[config.mk]
export PLATFORM = sky130hd
export DESIGN_NAME = a2d_conv_seq
export DESIGN_NICKNAME = d
export VERILOG_FILES = /design/src/rtl/a2d_pkg.sv /design/src/rtl/a2d_avg4.sv /design/src/rtl/a2d_conv_seq.sv
export SDC_FILE = /design/constraint.sdc
export NUM_CORES = 1
export LEC_CHECK = 0
export BUFFER_PORTS_ARGS = -buffer_cell sky130_fd_sc_hd__buf_4
export CORE_MARGIN = 5
export CORE_UTILIZATION = 45
export CTS_CLUSTER_DIAMETER = 120
export CTS_CLUSTER_SIZE = 16
export DETAILED_ROUTE_END_ITERATION = 10
export GPL_ROUTABILITY_DRIVEN = 0
export PLACE_DENSITY = 0.76
export SLEW_MARGIN = 20
export SYNTH_ARGS = -nofsm -noshare
export SYNTH_HDL_FRONTEND = slang
export SYNTH_SLANG_ARGS = --single-unit
[constraint.sdc]
create_clock -name clk -period 1.65 [get_ports clk]
set_input_delay 0.165 -clock clk [delete_from_list [all_inputs] [get_ports clk]]
set_output_delay 0.165 -clock clk [all_outputs]
set_load 0.02 [all_outputs]
[src/rtl/a2d_pkg.sv]
// a2d_pkg: shared types and constants for the A2D conversion sequencer.
package a2d_pkg;
  typedef enum logic [1:0] {IDLE, TX1, GAP, TX2} state_t;
  localparam logic [1:0]  CMD_PAD     = 2'b00;
  localparam logic [10:0] CMD_LSB_PAD = 11'h000;
  localparam int          RES_W       = 12;
endpackage

[src/rtl/a2d_avg4.sv]
// a2d_avg4: 4-sample accumulator and conversion counter for the averaging build.
module a2d_avg4
  import a2d_pkg::*;
(
  input  logic             clk,
  input  logic             rst_n,
  input  logic             clr,
  input  logic             add,
  input  logic [RES_W-1:0] sample,
  output logic             last,
  output logic [RES_W-1:0] avg
);
  logic [RES_W+1:0] acc_q, acc_d, sum;
  logic [1:0] cnt_q, cnt_d;
  always_comb begin
    sum = acc_q + {2'b00, sample};
    acc_d = clr ? '0 : add ? sum : acc_q;
    cnt_d = clr ? '0 : add ? cnt_q + 2'd1 : cnt_q;
  end
  assign last = cnt_q == 2'd3;
  assign avg = sum[RES_W+1:2];
  always_ff @(posedge clk or negedge rst_n)
    if (!rst_n) begin
      acc_q <= '0;
      cnt_q <= '0;
    end else begin
      acc_q <= acc_d;
      cnt_q <= cnt_d;
    end
endmodule

[src/rtl/a2d_conv_seq.sv]
// a2d_conv_seq: turns a start pulse into two SPI frames (channel select, result read).
// Define A2D_AVG4_EN to average four conversions per request.
module a2d_conv_seq
  import a2d_pkg::*;
#(
  parameter int GAP_CYCLES = 2,
  parameter int CHNL_W     = 3
) (
  input  logic              clk,
  input  logic              rst_n,
  input  logic              strt_cnv,
  input  logic [CHNL_W-1:0] chnnl,
  output logic              busy,
  output logic              cnv_cmplt,
  output logic [RES_W-1:0]  res,
  output logic              wrt,
  output logic [15:0]       cmd,
  input  logic              done,
  input  logic [15:0]       rd_data
);
  localparam int GW = $clog2(GAP_CYCLES + 1);
  state_t state_q, state_d;
  logic busy_q, busy_d, cmplt_q, cmplt_d, wrt_q, wrt_d, done_ff_q, rearm_q, rearm_d;
  logic [RES_W-1:0] res_q, res_d;
  logic [CHNL_W-1:0] chnl_q, chnl_d;
  logic [GW-1:0] gap_q, gap_d;
  logic done_rise, last, unused_rd;
  logic [RES_W-1:0] avg;
  // done idles high, so only a 0->1 edge marks the end of a frame
  assign done_rise = done & ~done_ff_q;
  assign unused_rd = ^rd_data[15:RES_W];
`ifdef A2D_AVG4_EN
  logic clr, add;
  assign clr = (state_q == IDLE) && strt_cnv;
  assign add = (state_q == TX2) && done_rise;
  assign rearm_d = add ? !last : (state_q == TX1) ? 1'b0 : rearm_q;
  a2d_avg4 u_avg (.clk, .rst_n, .clr, .add, .sample(rd_data[RES_W-1:0]), .last, .avg);
`else
  assign last = 1'b1;
  assign avg = rd_data[RES_W-1:0];
  assign rearm_d = 1'b0;
`endif
  always_comb begin
    state_d = state_q;
    busy_d = busy_q;
    cmplt_d = cmplt_q;
    res_d = res_q;
    wrt_d = 1'b0;
    chnl_d = chnl_q;
    gap_d = gap_q;
    case (state_q)
      IDLE: if (strt_cnv) begin
        chnl_d = chnnl;
        wrt_d = 1'b1;
        busy_d = 1'b1;
        cmplt_d = 1'b0;
        state_d = TX1;
      end
      TX1: if (done_rise) begin
        gap_d = GW'(GAP_CYCLES - 1);
        state_d = GAP;
      end
      GAP: if (gap_q == '0) begin
        wrt_d = 1'b1;
        state_d = rearm_q ? TX1 : TX2;
      end else gap_d = gap_q - 1'b1;
      TX2: if (done_rise) begin
        if (last) begin
          res_d = avg;
          cmplt_d = 1'b1;
          busy_d = 1'b0;
          state_d = IDLE;
        end else begin
          gap_d = GW'(GAP_CYCLES - 1);
          state_d = GAP;
        end
      end
      default: state_d = IDLE;
    endcase
  end
  always_ff @(posedge clk or negedge rst_n)
    if (!rst_n) begin
      state_q <= IDLE;
      busy_q <= 1'b0;
      cmplt_q <= 1'b0;
      res_q <= '0;
      wrt_q <= 1'b0;
      chnl_q <= '0;
      gap_q <= '0;
      done_ff_q <= 1'b1;
      rearm_q <= 1'b0;
    end else begin
      state_q <= state_d;
      busy_q <= busy_d;
      cmplt_q <= cmplt_d;
      res_q <= res_d;
      wrt_q <= wrt_d;
      chnl_q <= chnl_d;
      gap_q <= gap_d;
      done_ff_q <= done;
      rearm_q <= rearm_d;
    end
  assign busy = busy_q;
  assign cnv_cmplt = cmplt_q;
  assign res = res_q;
  assign wrt = wrt_q;
  assign cmd = {CMD_PAD, chnl_q[2:0], CMD_LSB_PAD};
endmodule
==> flow_summary.yaml, run 1 <==
run_status:
  status: "complete, no violations"
clock_tree:
  holdBufCountCts: 2
  cts_tree: "done"
  root_buffer: "clkbuf_4"
  clockBufferDepth: 2
  cts_buffers: 3
  htreeDepth: 1
  cts_setup_buffers: 0
  clkTransAtPathRegs_ps: 120
  insertion_delay_ps: 310
  ctsResizeCount: 0
  clock_sinks: 23
run:
  max_cap_viol_count: 0
logic_synthesis:
  ys_seq_area_frac: 0.494
  yosysMostFrequentCell: "dfrtp_1"
  ys_async_sr_fraction: 1.00
  postSynthCellCount: 90
  synth_seq_cells: 23
  synth_ff_type: "dfrtp_1"
  synthTopCellsByArea: "dfrtp_1 (47%), mux2_4 (13%), buf_4 (8.4%), ha_1 (6.4%), mux2_2 (5.8%)"
  syn_avg_cell_area_um2: 13.0
  synth_area_leader_cell: "dfrtp_1"
  syn_area_um2: 1170
  synth_top_area_frac: 0.472
  synth_edf_count: 0
  synthDistinctLibCells: 23
  synth_top_cells_by_count: "dfrtp_1 (22), buf_4 (13), mux2_4 (10)"
  yosys_warnings: 0
placement:
  hpwl_um: 1690
  portBuffers: 36
  dpl-instance-area_um2: 1410
global_route:
  grt_pass1_vias: 776
  grt_pass1_wl_um: 3320
  grt_max_degree: 24
  antenna_found_initial: 0
  globalRouteOverflowTotal: 0
  track_usage: 0.124
power_and_ir_drop:
  ir_worst_vdd_uv: 1170
  powerDensity_nw_per_um2: 1830
  power.leakage_nw: 0.777
hold_path:
  holdCritStartpoint: "rd_data[9]"
  worstHoldPathType: "primary input to register"
  hold_path_depth: 2
  holdPathEnd: "res[9]"
drt:
  ant_nets: 0
  drc_errors: 0
  routed_via_density: 4.69
  wl_um: 2120
  vias: 751
  drt_first_pass_iters: 2
  drt-initial-drc-count: 2
  wl_per_cell_um: 13.2
floorplanning:
  initial_core_util: 0.471
  die_h_um: 60.9
  dieWidth_um: 60.9
  rows: 18
  core_area_um2: 2480
  pin_count: 54
  die_area_um2: 3710
timing:
  fin_tns_setup_ps: 0
  max_freq_mhz: 677
  setup_viol: 0
  fin_crit_ps: 1480
  report.final.hold_viol_count: 0
  report.final.slew_viol_count: 0
  finalCritPeriodShare: 0.895
  fin_worst_skew_ps: 4.27
  rsz0062_at_grt: "false"
worst_setup_path:
  cp-end-kind: "register"
  path_max_fanout: 5
  reg2reg_slack_ps: 170
  crit_required_ps: 1860
  critPathKind: "register to register"
  r2r_end: "state_q[1]"
  r2r_start: "state_q[1]"
  startpoint_type: "register"
  r2r_cells: 5
  cp.arrival_ps: 1680
finish:
  num-nets-final: 160
  design_area_um2: 1460
  layout-drive-gt1-share: 0.462
  syn_to_final_growth_pct: 25.0
  antenna_cells: 0
worst max-delay path by stage:
stage | slack, ps | to | start
5_1_grt | 90 | state_q[1] | state_q[1]
4_1_cts | 170 | state_q[1] | state_q[1]
6_report | 170 | state_q[1] | state_q[1]
3_3_place_gp | 240 | state_q[1] | state_q[1]
2_1_floorplan | 280 | state_q[1] | state_q[1]
3_5_place_dp | 180 | state_q[1] | state_q[1]
layout by cell type, fill, tap and decap left out, drive strengths merged, types with 3 or more instances in the layout:
cell / netlist / layout
clkbuf: 0 / 3
mux2: 16 / 16
conb: 1 / 13
buf: 14 / 36
nand2: 5 / 5
dfrtp: 22 / 22
inv: 4 / 4
nor2: 5 / 5
a21oi: 3 / 3
ha: 6 / 6
a211oi: 3 / 3
cells by family (layout without fill, tap and decap cells):
group | count (synthesis) | count (layout) | share of synthesized area
AO/OA/AOI/OAI | 11 | 11 | 0.0697
adder cells (fa/ha/maj) | 6 | 6 | 0.0643
other | 1 | 13 | 0.00321
flip-flops | 23 | 23 | 0.494
buffers and inverters | 18 | 46 | 0.106
multiplexers | 17 | 17 | 0.195
AND/OR/NAND/NOR | 14 | 14 | 0.0675
stage by stage:
stage / hold WS, ps / setup slack (ps) / util / cells / total power, mW
floorplan: -131 / 281 / - / 102 / 1.95
global placement: 73.5 / 236 / 0.570 / 154 / 2.38
detailed placement: 75.1 / 183 / 0.570 / 154 / 2.44
CTS: 61.2 / 166 / 0.589 / 160 / 2.71
global route: 57.3 / 88.0 / 0.589 / 160 / 2.86
finish: 76.7 / 173 / 0.589 / 160 / 2.67
registers in the layout, indices dropped and copies added (netlist names):
register and flops:
res 12, wrt 1, chnl_q 3, busy 1
cnv_cmplt 1, state_q 2, gap_q 2, done_ff_q 1
final cells by class:
cell class,instances,area (um2)
clock buffer,3,22.5
clock inverter,1,5.00
fill,204,1020
inverter,4,15.0
multi-input combinational,61,512
sequential,23,577
tap,30,37.5
timing repair buffer,38,290
worst max-delay path, cell delays in order (launching register included):
cell and delay [ps]:
dfrtp_1 430, inv_1 110, ha_1 250, nor2_1 70, o211ai_2 170, mux2_2 350
metal layers:
layer  share of wire  up-vias  GRT usage
met5               0        -          0
met2            0.54       31      0.231
met3           0.087        4     0.0340
li1                -      356          -
met1            0.36      360      0.123
met4           0.013        0     0.0650
report_power, final:
| part | internal, mW | switching, mW |
|---|---|---|
| clock network | 0.0905 | 0.161 |
| registers | 0.829 | 0.156 |
| logic | 0.718 | 0.712 |
Power figures use the tool's default switching activity.
==> run 2, diff against run 1 <==
ABC_AREA = 1   (was not set)
CAP_MARGIN = 40   (was not set)
CORE_UTILIZATION = 46   (was 45)
PLACE_DENSITY = 0.78   (was 0.76)
==> flow_summary.yaml, run 2 <==
timing:
  fin_crit_ps: 1470
  setup_viol: 0
  finalCritPeriodShare: 0.888
  rsz0062_at_grt: "false"
  report.final.hold_viol_count: 0
  hold_ws_ps: 84.1
  max_freq_mhz: 682
  report.final.slew_viol_count: 0
  fin_worst_skew_ps: 8.56
  fin_tns_setup_ps: 0
clock_tree:
  cts_buffers: 3
  holdBufCountCts: 2
  insertion_delay_ps: 310
  clock_sinks: 23
  cts_setup_buffers: 0
  ctsResizeCount: 0
  htreeDepth: 1
  root_buffer: "clkbuf_4"
  clkTransAtPathRegs_ps: 120
  cts_tree: "done"
  clockBufferDepth: 2
finish:
  largest_reg_flops: 12
  fin_util: 0.603
  layout-drive-gt1-share: 0.361
  mostFrequentLayoutCells: "buf_4 (36), nand2_1 (32), dfrtp_1 (22), inv_1 (20), conb_1 (13)"
  syn_to_final_growth_pct: 25.1
  antenna_cells: 0
  num-nets-final: 196
  design_area_um2: 1490
  final_common_cell: "buf_4"
power_and_ir_drop:
  sw_frac_of_total: 0.428
  pwr-share-seq: 0.360
  pwr-share-comb: 0.547
  powerDensity_nw_per_um2: 1830
  ir_worst_vdd_uv: 1190
  clkPwrFrac: 0.093
  power.leakage_nw: 0.841
  p_sw_mw: 1.17
  p_int_mw: 1.57
worst_setup_path:
  cp-startpoint: "state_q[0]"
  slowest_stage: "dfrtp_1"
  startpoint_type: "register"
  cp.arrival_ps: 1680
  path_max_fanout: 4
  cp_common_cell: "nand2_1"
  path_cells: "inv_1 -> ha_1 -> inv_1 -> nor2_1 -> a21oi_1 -> nand2_1 -> nand2_1 -> nand2_1"
  cp-end-kind: "register"
  cp_top_family: "flip-flops"
  crit_required_ps: 1870
  worst-path-buf-inv: 2
  slowest_delay_ps: 420
  critPathKind: "register to register"
  r2r_start: "state_q[0]"
drt:
  drt-initial-drc-count: 5
  ant_nets: 0
  wl_per_cell_um: 11.3
  drc_errors: 0
  wl_um: 2210
  vias: 887
  drt_first_pass_iters: 2
  routed_via_density: 4.53
logic_synthesis:
  yosysMostFrequentCell: "nand2_1"
  synth_ff_type: "dfrtp_1"
  synth_top_area_frac: 0.461
  yosys_warnings: 0
  syn_avg_cell_area_um2: 9.47
  ys_async_sr_fraction: 1.00
  synthDistinctLibCells: 19
  syn_area_um2: 1190
  ys_seq_area_frac: 0.483
  synthTopCellsByArea: "dfrtp_1 (46%), nand2_1 (10%), o21ai_2 (8.8%), buf_4 (8.2%), ha_1 (6.3%)"
  synth_edf_count: 0
  synth_seq_cells: 23
  synth_top_cells_by_count: "nand2_1 (32), dfrtp_1 (22), inv_1 (20)"
  synth_area_leader_cell: "dfrtp_1"
  postSynthCellCount: 126
global_route:
  globalRouteOverflowTotal: 0
  grt_pass1_wl_um: 3650
  antenna_found_initial: 0
  grt_pass1_vias: 906
  track_usage: 0.132
  grt_max_degree: 25
floorplanning:
  dieWidth_um: 60.9
  rows: 18
  die_area_um2: 3710
  pin_count: 54
  initial_core_util: 0.482
  core_area_um2: 2480
  die_h_um: 60.9
placement:
  portBuffers: 36
  dpl-instance-area_um2: 1450
  hpwl_um: 1810
hold_path:
  holdCritStartpoint: "chnnl[2]"
  worstHoldPathType: "primary input to register"
run_status:
  status: "complete, no violations"
run:
  max_cap_viol_count: 0
run 2: final timing paths:
check	to	slack, ps	cells past startpoint
worst max register to register	state_q[0]	180	8
worst max-delay path	state_q[0]	180	8
max in group asynchronous	done_ff_q	1110	2
worst min register to register	cnv_cmplt	490	2
worst min-delay path	chnl_q[2]	80	2
min in group asynchronous	res[3]	270	2
run 2: per-layer routing:
metal  global-route usage  vias up  share of wire
met3               0.0447        2          0.088
met5                    0        -              0
met2                0.255       28           0.55
met1                0.123      418           0.36
li1                     -      439              -
met4               0.0557        0         0.0063
run 2: logic make-up after synthesis:
logic type	after synthesis	share of synthesized area
adders and majority gates	6	0.0629
AOI/OAI and AO/OA	17	0.116
and+or+nand+nor	41	0.143
muxes	3	0.0283
buffers and inverters	35	0.164
DFF	23	0.483
other	1	0.00314
run 2: power groups by stage:
stage	Sequential [mW]	Combinational, mW	Clock, mW
2_1_floorplan	1.25	0.724	0
3_3_place_gp	0.979	1.45	0
3_5_place_dp	0.999	1.51	0
4_1_cts	0.990	1.52	0.270
5_1_grt	1.02	1.65	0.289
6_report	0.985	1.50	0.255
run 2: cell type report:
cell class	count	area, um2
fill	220	985
clock buffer	4	26.3
multi-input combinational	80	467
tap	30	37.5
inverter	20	75.1
timing repair buffer	39	310
sequential	23	577
run 2: stage by stage:
stage,setup slack [ps],power [mW],instances
after floorplan,400,1.97,138
after global placement,319,2.42,190
after detailed placement,199,2.51,190
after CTS,182,2.78,196
after global routing,26.4,2.96,196
final,184,2.74,196
==> run 3, diff against run 2 <==
CORE_UTILIZATION = 45   (was 46)
MAX_ROUTING_LAYER = met4   (was not set)
PLACE_DENSITY = 0.76   (was 0.78)
==> flow_summary.yaml, run 3 (synthesized netlist as in run 2, its figures left out) <==
global_route:
  grt_pass1_vias: 827
  track_usage: 0.130
  grt_max_degree: 25
  antenna_found_initial: 0
  globalRouteOverflowTotal: 0
  grt_pass1_wl_um: 3570
power_and_ir_drop:
  finalPower_mw: 2.74
  ir_worst_vdd_uv: 1090
  powerDensity_nw_per_um2: 1840
  power.leakage_nw: 0.841
worst_setup_path:
  reg2reg_slack_ps: 190
  critPathKind: "register to register"
  crit_required_ps: 1850
  r2r_cells: 8
  cp_common_cell: "nand2_1"
  cp-end-kind: "register"
  r2r_end: "state_q[1]"
  r2r_start: "state_q[0]"
  path_cells: "inv_1 -> ha_1 -> inv_1 -> nor2_1 -> a21oi_1 -> nand2_1 -> nand2_1 -> nand2_1"
  startpoint_type: "register"
  cp.arrival_ps: 1670
  slowest_delay_ps: 410
  slowest_stage: "dfrtp_1"
  path_max_fanout: 4
floorplanning:
  core_area_um2: 2500
  initial_core_util: 0.477
  die_area_um2: 3780
  dieWidth_um: 61.5
  die_h_um: 61.5
  pin_count: 54
  rows: 18
clock_tree:
  ctsResizeCount: 0
  clkTransAtPathRegs_ps: 120
  cts_buffers: 3
  clockBufferDepth: 2
  clock_sinks: 23
  cts_tree: "done"
  insertion_delay_ps: 290
  root_buffer: "clkbuf_4"
  cts_setup_buffers: 0
  holdBufCountCts: 2
  htreeDepth: 1
placement:
  portBuffers: 36
  hpwl_um: 1870
  post-place-ws_ps: 233
hold_path:
  worstHoldPathType: "primary input to register"
  holdCritStartpoint: "chnnl[0]"
  hold_path_depth: 2
  holdPathEnd: "chnl_q[0]"
run:
  max_cap_viol_count: 0
finish:
  mostFrequentLayoutCells: "buf_4 (36), nand2_1 (32), dfrtp_1 (22), inv_1 (20), conb_1 (13)"
  final_common_cell: "buf_4"
  antenna_cells: 0
  num-nets-final: 196
  syn_to_final_growth_pct: 25.1
  layout-drive-gt1-share: 0.361
  largest_reg_flops: 12
drt:
  drt-initial-drc-count: 11
  vias: 880
  wl_per_cell_um: 11.6
  ant_nets: 0
  wl_um: 2280
  topRoutingLayerUsed: "met4"
  routed-wl-met2_um: 1210
  wl_met1_um: 859
  drt_first_pass_iters: 4
  routed_via_density: 4.49
  wl_met3_um: 175
  drc_errors: 0
timing:
  fin_crit_ps: 1460
  setup_viol: 0
  max_freq_mhz: 683
  finalCritPeriodShare: 0.887
  report.final.slew_viol_count: 0
  rsz0062_at_grt: "false"
  hold_ws_ps: 95.2
  fin_worst_skew_ps: 2.69
  fin_tns_setup_ps: 0
  report.final.hold_viol_count: 0
  layout_setup_ws_ps: 186
run_status:
  status: "complete, no violations"
## run 3: cell counts in the layout (fill, tap and decap cells not counted)
Identical to the previous run, type by type.
## run 3: final cells by class
type	instances	area, um2
clock buffers	4	26.3
fillers	225	1010
inverters	20	75.1
multi-input cells	80	467
flip-flops and latches	23	577
well taps	30	37.5
repair buffers	39	310
## run 3: how the worst max path moves through the flow
stage	start	endpoint	slack, ps	cells past startpoint
final	state_q[0]	state_q[1]	190	8
after detailed placement	state_q[0]	state_q[1]	230	8
after CTS	state_q[0]	state_q[1]	210	8
after floorplan	state_q[0]	state_q[0]	400	8
after global placement	state_q[0]	state_q[0]	320	8
after global routing	state_q[0]	state_q[1]	100	8
## run 3: per-stage QoR
step	util	std cells	area [um2]
floorplan	-	138	1240
global placement	0.579	190	1450
detailed placement	0.579	190	1450
CTS	0.597	196	1490
global route	0.597	196	1490
finish	0.597	196	1490
## run 3: routing by layer
metal | global-route usage | up-vias
met5 | - | -
met4 | 0.0212 | 0
met3 | 0.0252 | 4
met2 | 0.238 | 33
met1 | 0.147 | 404
li1 | - | 439
## run 3: where the power goes
| group | total (mW) | leakage (nW) | switching, mW | internal, mW |
|---|---|---|---|---|
| registers | 0.986 | 0.285 | 0.154 | 0.832 |
| clock network | 0.252 | 0.0150 | 0.158 | 0.0939 |
| logic | 1.50 | 0.541 | 0.858 | 0.644 |
| total | 2.74 | 0.841 | 1.17 | 1.57 |
## run 3: worst max-delay path: cells and delay by family (launching register included)
kind,cells,cell delay [ps]
compound gates,1,230
simple gates,4,290
buf+inv,2,200
fa+ha+maj,1,240
flops,1,410
